===== src/rtl/shift_pkg.sv =====
`default_nettype none
// ============================================================================
//  Module   : shift_pkg
//  Brief    : Shared encodings and defaults for the multi-cycle shifter.
//             Operation codes, FSM state codes and default widths.
//  Revision : 1.0  initial release
// ============================================================================
package shift_pkg;

   localparam int WIDTH_DEF   = 32;
   localparam int SHAMT_W_DEF = 5;

   // Operation encodings (op input)
   localparam logic [1:0] OP_SLL  = 2'b00;
   localparam logic [1:0] OP_SRL  = 2'b01;
   localparam logic [1:0] OP_SRA  = 2'b10;
   localparam logic [1:0] OP_ROTR = 2'b11;

   // FSM state encodings
   localparam logic [1:0] S_IDLE  = 2'd0;
   localparam logic [1:0] S_SHIFT = 2'd1;
   localparam logic [1:0] S_DONE  = 2'd2;

   // Width of the per-cycle shift count, which ranges over 0..step
   function automatic int step_cnt_w(input int step);
      return $clog2(step + 1);
   endfunction

endpackage
`default_nettype wire


===== src/rtl/shift_step.sv =====
`default_nettype none
// ============================================================================
//  Module   : shift_step
//  Brief    : Combinational single-step shifter, acc -> acc shifted by k.
//             Macro SHIFT_ROTR_EN: when defined op=11 rotates right,
//             otherwise op=11 behaves as a logical right shift.
//  Revision : 1.0  initial release
// ============================================================================
module shift_step
   import shift_pkg::*;
#(
   parameter int WIDTH = WIDTH_DEF,
   parameter int KW    = 1
) (
   input  logic [WIDTH-1:0] acc,
   input  logic [1:0]       op,
   input  logic [KW-1:0]    k,
   output logic [WIDTH-1:0] acc_next
);

   // Select the shift flavour; SRA replicates the sign bit, others fill zero
   always_comb begin
      acc_next = acc;
      case (op)
         OP_SLL:  acc_next = acc << k;
         OP_SRL:  acc_next = acc >> k;
         OP_SRA:  acc_next = $unsigned($signed(acc) >>> k);
`ifdef SHIFT_ROTR_EN
         // Shifting left by WIDTH when k==0 yields zero, so k==0 is a no-op
         OP_ROTR: acc_next = (acc >> k) | (acc << (WIDTH - int'(k)));
`else
         OP_ROTR: acc_next = acc >> k;
`endif
         default: acc_next = acc;
      endcase
   end

endmodule
`default_nettype wire


===== src/rtl/seq_shift_unit.sv =====
`default_nettype none
// ============================================================================
//  Module   : seq_shift_unit
//  Brief    : Multi-cycle shifter (SLL/SRL/SRA, optional ROTR), shifting up
//             to STEP bits per cycle with a start/busy/done handshake.
//             Optional feature macro: SHIFT_ROTR_EN (see shift_step).
//  Revision : 1.0  initial release
// ============================================================================
module seq_shift_unit
   import shift_pkg::*;
#(
   parameter int WIDTH   = WIDTH_DEF,
   parameter int SHAMT_W = SHAMT_W_DEF,
   parameter int STEP    = 1
) (
   input  logic             clk,
   input  logic             rst_n,
   input  logic             start,
   input  logic [1:0]       op,
   input  logic [WIDTH-1:0] data_in,
   input  logic [31:0]      shamt,
   output logic             busy,
   output logic             done,
   output logic [WIDTH-1:0] result
);

   localparam int               KW     = step_cnt_w(STEP);
   localparam logic [SHAMT_W-1:0] c_step = SHAMT_W'(STEP);

   logic [1:0]         r_state;
   logic [1:0]         w_state_next;
   logic [WIDTH-1:0]   r_acc;
   logic [WIDTH-1:0]   r_result;
   logic [SHAMT_W-1:0] r_rem;
   logic [1:0]         r_op;
   logic [KW-1:0]      w_k;
   logic [SHAMT_W-1:0] w_rem_next;
   logic [SHAMT_W-1:0] w_shamt;
   logic [WIDTH-1:0]   w_acc_step;
   logic               w_accept;
   logic               w_last;
   logic               w_unused_shamt;

   // Upper shift-amount bits are architecturally ignored
   assign w_unused_shamt = ^shamt[31:SHAMT_W];
   assign w_shamt        = shamt[SHAMT_W-1:0];

   // Step size is min(STEP, rem) so rem can never underflow
   assign w_k        = KW'((r_rem < c_step) ? r_rem : c_step);
   assign w_rem_next = r_rem - SHAMT_W'(w_k);
   assign w_last     = (w_rem_next == '0);
   assign w_accept   = (r_state == S_IDLE) && start;

   shift_step #(
      .WIDTH (WIDTH),
      .KW    (KW)
   ) u_step (
      .acc      (r_acc),
      .op       (r_op),
      .k        (w_k),
      .acc_next (w_acc_step)
   );

   // State register
   always_ff @(posedge clk or negedge rst_n) begin
      if (!rst_n) r_state <= S_IDLE;
      else        r_state <= w_state_next;
   end

   // Next-state logic; a zero shift goes straight to DONE
   always_comb begin
      w_state_next = r_state;
      case (r_state)
         S_IDLE: begin
            if (start) w_state_next = (w_shamt == '0) ? S_DONE : S_SHIFT;
         end
         S_SHIFT: begin
            if (w_last) w_state_next = S_DONE;
         end
         S_DONE:  w_state_next = S_IDLE;
         default: w_state_next = S_IDLE;
      endcase
   end

   // Handshake outputs decoded from the state register
   always_comb begin
      busy = (r_state != S_IDLE);
      done = (r_state == S_DONE);
   end

   // Datapath: operands latched on acceptance, result loaded on DONE entry
   always_ff @(posedge clk or negedge rst_n) begin
      if (!rst_n) begin
         r_acc    <= '0;
         r_rem    <= '0;
         r_op     <= OP_SLL;
         r_result <= '0;
      end else begin
         if (w_accept) begin
            r_acc <= data_in;
            r_rem <= w_shamt;
            r_op  <= op;
            if (w_shamt == '0) r_result <= data_in;
         end else if (r_state == S_SHIFT) begin
            r_acc <= w_acc_step;
            r_rem <= w_rem_next;
            if (w_last) r_result <= w_acc_step;
         end
      end
   end

   assign result = r_result;

endmodule
`default_nettype wire

===== config.mk =====
export PLATFORM = sky130hd
export DESIGN_NAME = seq_shift_unit
export DESIGN_NICKNAME = d
export VERILOG_FILES = /design/src/rtl/shift_pkg.sv /design/src/rtl/shift_step.sv /design/src/rtl/seq_shift_unit.sv
export SDC_FILE = /design/constraint.sdc
export NUM_CORES = 1
export LEC_CHECK = 0
export CAP_MARGIN = 5
export CELL_PAD_IN_SITES_DETAIL_PLACEMENT = 1
export CELL_PAD_IN_SITES_GLOBAL_PLACEMENT = 2
export CORE_UTILIZATION = 33
export CTS_CLUSTER_SIZE = 24
export DETAILED_ROUTE_END_ITERATION = 8
export PLACE_DENSITY = 0.87
export SLEW_MARGIN = 5
export SYNTH_ARGS = -nofsm -noshare
export SYNTH_HDL_FRONTEND = slang
export SYNTH_SLANG_ARGS = --single-unit

===== constraint.sdc =====
create_clock -name clk -period 4.46 [get_ports clk]
set_input_delay 0.669 -clock clk [delete_from_list [all_inputs] [get_ports clk]]
set_output_delay 0.669 -clock clk [all_outputs]
set_load 0.02 [all_outputs]

==> impl_metrics.tcl, run 1 <==
set metrics [dict create \
    cp_max_fo 35 \
    hp-class "input port to async pin" \
    synth_nets 472 \
    clk_pin_slew_ps 60 \
    setup_viol 0 \
    cts-resized-gates 0 \
    yosysWarnings 0 \
    maxCapViolations 0 \
    worst_slew_pin_slew_ps 1250 \
    dieArea_mm2 0.01282 \
    coreArea_mm2 0.01201 \
    syn_inst 402 \
    cts_buffers 9 \
    cp_cell_sequence "clkdlybuf4s50_1, or3b_2, o32ai_4, mux2_2" \
    ant_nets 0 \
    cts_root_buf "clkbuf_16" \
    grt_pass1_vias 3572 \
    synth_seq_area_share 0.4474 \
    htreeDepth 3 \
    tns_ps 0 \
    drtIter0Drc 127 \
    gr-total-overflow 0 \
    timing.fmax_ghz 0.3291 \
    start_util 0.3399 \
    synthTopCellsByArea "dfrtp_1, mux2_2, a221oi_1, o21a_1, o31ai_1" \
    post_dp_cell_area_mm2 0.004920 \
    crit_buf_inv 1 \
    clk_path_buf_depth 2 \
    grt_pass1_wl_um 18500 \
    gp_congestion 0.7761 \
    wl_per_cell_um 18.29 \
    synth_top_area_share 0.4474 \
    rows 40 \
    die_h_um 113.2 \
    fin_crit_sh 0.6814 \
    cts_setup_buffers 0 \
    vdd_drop_max_uv 243.7 \
    clock_latency_ps 330 \
    final_area_mm2 0.005250 \
    synth_ff_type "dfrtp_1" \
    period_needed_ps 3039 \
    hold_viol_final 0 \
    start_kind "input port" \
    postCtsHoldBufs 0 \
    drcViolationCount 0 \
    ios 103 \
    maxSlewViolCount 0 \
    synth.distinct_cells 38 \
    wl_um 11030 \
    startpoint "start" \
    syn_area_mm2 0.004083 \
    avgSynthCellArea_um2 10.16 \
    drive_above_1_share 0.1513 \
    synth_area_leader_cell "dfrtp_1" \
    hpwl_um 6939 \
    numPortBuffers 75 \
    slowest_stage "or3b_2" \
    fin_skew_ps 7.382 \
    async_flop_share 1.000 \
    ys_seq_elements 73 \
    grt_usage 0.1814 \
    powerDensity_mw_per_mm2 858.7 \
    diodes 0 \
    cts_tree "done" \
    reg2reg_from "r_rem[2]$_DFFE_PN0P_" \
    critPathKind "input port to flop" \
    synth_edf_count 0 \
    nets 522 \
    area_growth_pct 28.59 \
    numClockSinks 73 \
    crit_path_end_kind "flop" \
    cp_data_required_time_ps 4680 \
    cp.arrival_ps 3250 \
    die_w_um 113.2 \
    via_per_inst 5.678 \
    grt_start_max_net_pins 74 \
    firstDrtPassIters 4 \
    yosysMostFrequentCell "dfrtp_1" \
    rsz0062_at_grt "no" \
    maxSlewHeadroom 0.1668 \
    synthTopCellsByCount "dfrtp_1, nand2_1, clkbuf_1, mux2_2, o21ai_0" \
    leakagePower_nw 2.058 \
    outcome "complete, no violations" \
    via_count 3424 \
    antenna_found_initial 0 \
    critPathTopFamily "simple AND/OR/NAND/NOR gates" \
    critical-path-max-stage-delay_ps 830 \
]
## flip-flops by register name, summed over array words and instances (netlist names)
name and cells:
result 32, r_op 2, r_state 2, r_rem 5
r_acc 32
## metal layers
layer | vias up | GRT usage | wire length [um]
li1 | 1608 | - | -
met1 | 1719 | 0.2496 | 5113
met2 | 85 | 0.2908 | 5245
met3 | 12 | 0.02250 | 475
met4 | 0 | 0.07193 | 196
met5 | - | 0 | 0
## cell usage in the layout, fill, tap and decap left out, drive strengths merged, types with 4 or more instances in the layout
cell	instances
o21ai	37
inv	17
a2bb2oi	13
mux2	38
nand2	40
nor2	7
a221oi	30
o21a	30
dfrtp	73
buf	8
a22oi	4
clkbuf	13
clkdlybuf4s50	74
mux2i	14
o31ai	30
## worst register-to-register path, stage by stage, from the launching register on
cell and delay (ps):
dfrtp_1 470, nor4_4 310, nor2_1 110, ha_1 240, xnor2_1 190, o2111ai_2 180, o32ai_4 950, mux2_2 450
## per-stage QoR
step	power (mW)	std cells	worst slack, ps	util	hold WS, ps
floorplan	2.982	402	1555	-	373.4
global route	4.847	603	1177	0.4371	521.2
finish	4.508	603	1421	0.4371	488.5
detailed placement	3.739	588	1026	0.4096	495.5
CTS	4.557	603	1390	0.4371	508.4
global placement	3.660	588	1101	0.4096	492.9
## path summary, 6_finish.rpt
check | to | slack [ps] | cells after the start
setup reg to reg | result[16]$_DFFE_PN0P_ | 1440 | 7
max in group asynchronous | result[0]$_DFFE_PN0P_ | 3340 | 1
min in group clk | result[15]$_DFFE_PN0P_ | 510 | 1
hold / removal | result[9]$_DFFE_PN0P_ | 490 | 1
setup / recovery | result[16]$_DFFE_PN0P_ | 1420 | 4
hold reg to reg | result[15]$_DFFE_PN0P_ | 510 | 1
## cell type report
cell class | instances | area [um2]
Clock buffer | 13 | 270.3
Sequential cell | 73 | 1827
Tap cell | 147 | 183.9
Clock inverter | 2 | 60.06
Fill cell | 1341 | 6761
Multi-Input combinational cell | 269 | 2032
Timing Repair Buffer | 82 | 813.3
Inverter | 17 | 63.81
## kinds of logic (layout without fill, tap and decap cells)
| group | after synthesis | after routing | share of synthesized area |
|---|---|---|---|
| AOI/OAI and AO/OA | 157 | 157 | 0.2841 |
| muxes | 52 | 52 | 0.1391 |
| and+or+nand+nor | 58 | 58 | 0.06467 |
| buffers and inverters | 60 | 114 | 0.05945 |
| adders and majority gates | 1 | 1 | 0.003064 |
| xor gates and xnor gates | 1 | 1 | 0.002146 |
| DFF | 73 | 73 | 0.4474 |
## power breakdown
group	switching, mW	internal [mW]
Combinational	1.25	1.15
Clock	0.271	0.533
Sequential	0.322	0.986
Total	1.84	2.67
Note: power is estimated with default switching activity, not from simulation.
==> inputs of run 2 (changes only) <==
--- a/config.mk
+++ b/config.mk
@@ -8,10 +8,10 @@
 export CAP_MARGIN = 5
 export CELL_PAD_IN_SITES_DETAIL_PLACEMENT = 1
 export CELL_PAD_IN_SITES_GLOBAL_PLACEMENT = 2
-export CORE_UTILIZATION = 33
+export CORE_UTILIZATION = 30
 export CTS_CLUSTER_SIZE = 24
 export DETAILED_ROUTE_END_ITERATION = 8
-export PLACE_DENSITY = 0.87
+export PLACE_DENSITY = 0.8
 export SLEW_MARGIN = 5
 export SYNTH_ARGS = -nofsm -noshare
 export SYNTH_HDL_FRONTEND = slang
==> constraint.sdc (replaced) <==
create_clock -name clk -period 3 [get_ports clk]
set_input_delay 0.45 -clock clk [delete_from_list [all_inputs] [get_ports clk]]
set_output_delay 0.45 -clock clk [all_outputs]
set_load 0.02 [all_outputs]
==> run 2 against run 1 <==
Compared with the run above:
- final area grew 1.0%
- critical path depth grew 4
- clock-buffer cell count grew 1
==> impl_metrics.tcl, run 2 (synthesized netlist as in run 1, its figures left out) <==
set metrics [dict create \
    clock_latency_ps 330 \
    maxSlewHeadroom 0.3012 \
    cts_root_buf "clkbuf_16" \
    worst_slew_pin_slew_ps 1047 \
    cts_setup_buffers 0 \
    cp.arrival_ps 2870 \
    vdd_drop_max_uv 431.6 \
    die_h_um 118.7 \
    coreArea_mm2 0.01324 \
    cp_max_fo 22 \
    critical-path-max-stage-delay_ps 470 \
    htreeDepth 3 \
    hold_viol_final 0 \
    gr-total-overflow 0 \
    rows 42 \
    timing.rr.end "result[18]$_DFFE_PN0P_" \
    timing.final.ws_setup_ps 344.5 \
    cp_data_required_time_ps 3220 \
    reg2reg_from "r_rem[2]$_DFFE_PN0P_" \
    setup_viol 0 \
    clk_pin_slew_ps 60 \
    dp_worst_setup_slack_ps 350.6 \
    nets 527 \
    cts_buffers 9 \
    post_dp_cell_area_mm2 0.004994 \
    die_w_um 118.7 \
    slowest_stage "dfrtp_1" \
    wl_per_cell_um 18.33 \
    timing.fmax_ghz 0.3766 \
    area_growth_pct 29.88 \
    firstDrtPassIters 4 \
    dieArea_mm2 0.01408 \
    clk_path_buf_depth 2 \
    ant_nets 0 \
    via_count 3485 \
    leakagePower_nw 2.074 \
    r2r_cells 8 \
    final_util 0.4004 \
    numClockSinks 73 \
    diodes 0 \
    maxCapViolations 0 \
    numPortBuffers 75 \
    rsz0062_at_grt "no" \
    final_cells 638 \
    drtIter0Drc 129 \
    period_needed_ps 2656 \
    cts_tree "done" \
    fin_skew_ps 4.997 \
    critPathKind "flop to flop" \
    start_util 0.3083 \
    outcome "complete, no violations" \
    fin_crit_sh 0.8852 \
    start_kind "flop" \
    maxSlewViolCount 0 \
    grt_usage 0.1767 \
    nFillCells 1501 \
    powerDensity_mw_per_mm2 1264 \
    wl_um 11690 \
    layout_common_cells "clkdlybuf4s50_1, dfrtp_1, nand2_1, mux2_2, o21ai_0" \
    rrSetupSlack_ps 340 \
    crit_path_end_kind "flop" \
    grt_pass1_wl_um 19790 \
    cp_cell_sequence "nor4_4, nor2_1, ha_1, xnor2_1, o2111ai_2, o32ai_4, buf_4, mux2_2" \
    hpwl_um 7319 \
    grt_start_max_net_pins 74 \
    tns_ps 0 \
    cts-resized-gates 0 \
    postCtsHoldBufs 0 \
    final_area_mm2 0.005303 \
    layout_commonest_cell "clkdlybuf4s50_1" \
    placed_cells 622 \
    antenna_found_initial 0 \
    grt_pass1_vias 3784 \
    drive_above_1_share 0.1602 \
    ios 103 \
    hp-class "input port to async pin" \
    gp_congestion 0.7515 \
    via_per_inst 5.462 \
    drcViolationCount 0 \
]
## run 2: cell count changes in the layout (fill, tap and decap cells not counted)
cell and change:
buf_4 +5, bufinv_16 -1, clkbuf_1 +1, clkinv_2 +1
## run 2: routing by layer
metal,vias up,wire length [um],share of wire,track usage
met5,-,0,0,0
met4,0,161,0.014,0.05696
met3,14,436,0.037,0.03378
met2,93,5803,0.50,0.2971
met1,1769,5291,0.45,0.2272
li1,1609,-,-,-
## run 2: worst max-delay path: cells and delay by family (launching register included)
family	cells	cell delay (ps)
simple gates	2	410
compound gates	2	460
flops	1	470
xor+xnor	1	190
mux	1	380
buf+inv	1	390
fa+ha+maj	1	230
## run 2: cell type report
class	instances	area (um2)	share of cell area
inverters	17	63.81	0.01203
repair buffers	87	850.8	0.1605
well taps	176	220.2	0.04153
flip-flops and latches	73	1827	0.3445
clock buffers	14	274.0	0.05168
clock inverters	2	35.03	0.006607
multi-input cells	269	2032	0.3832
## run 2: how the worst max path moves through the flow
| stage | from | endpoint | slack [ps] | depth (start not counted) |
|---|---|---|---|---|
| floorplan | r_rem[2]$_DFFE_PN0P_ | result[10]$_DFFE_PN0P_ | 100 | 10 |
| global placement | r_rem[2]$_DFFE_PN0P_ | result[18]$_DFFE_PN0P_ | 410 | 8 |
| detailed placement | r_rem[2]$_DFFE_PN0P_ | result[18]$_DFFE_PN0P_ | 350 | 8 |
| CTS | r_rem[2]$_DFFE_PN0P_ | result[18]$_DFFE_PN0P_ | 340 | 8 |
| global route | r_rem[2]$_DFFE_PN0P_ | result[16]$_DFFE_PN0P_ | 160 | 8 |
| finish | r_rem[2]$_DFFE_PN0P_ | result[18]$_DFFE_PN0P_ | 340 | 8 |
## run 2: power breakdown
| group | internal [mW] | switching (mW) |
|---|---|---|
| clock network | 0.712 | 0.406 |
| registers | 1.47 | 0.425 |
| logic | 1.74 | 1.95 |
## run 2: metrics by stage
stage | power [mW] | hold WS, ps
3_3_place_gp | 5.499 | 493.8
5_1_grt | 7.218 | 362.5
3_5_place_dp | 5.621 | 497.9
2_1_floorplan | 4.433 | 154.4
4_1_cts | 6.795 | 316.7
6_report | 6.702 | 279.4
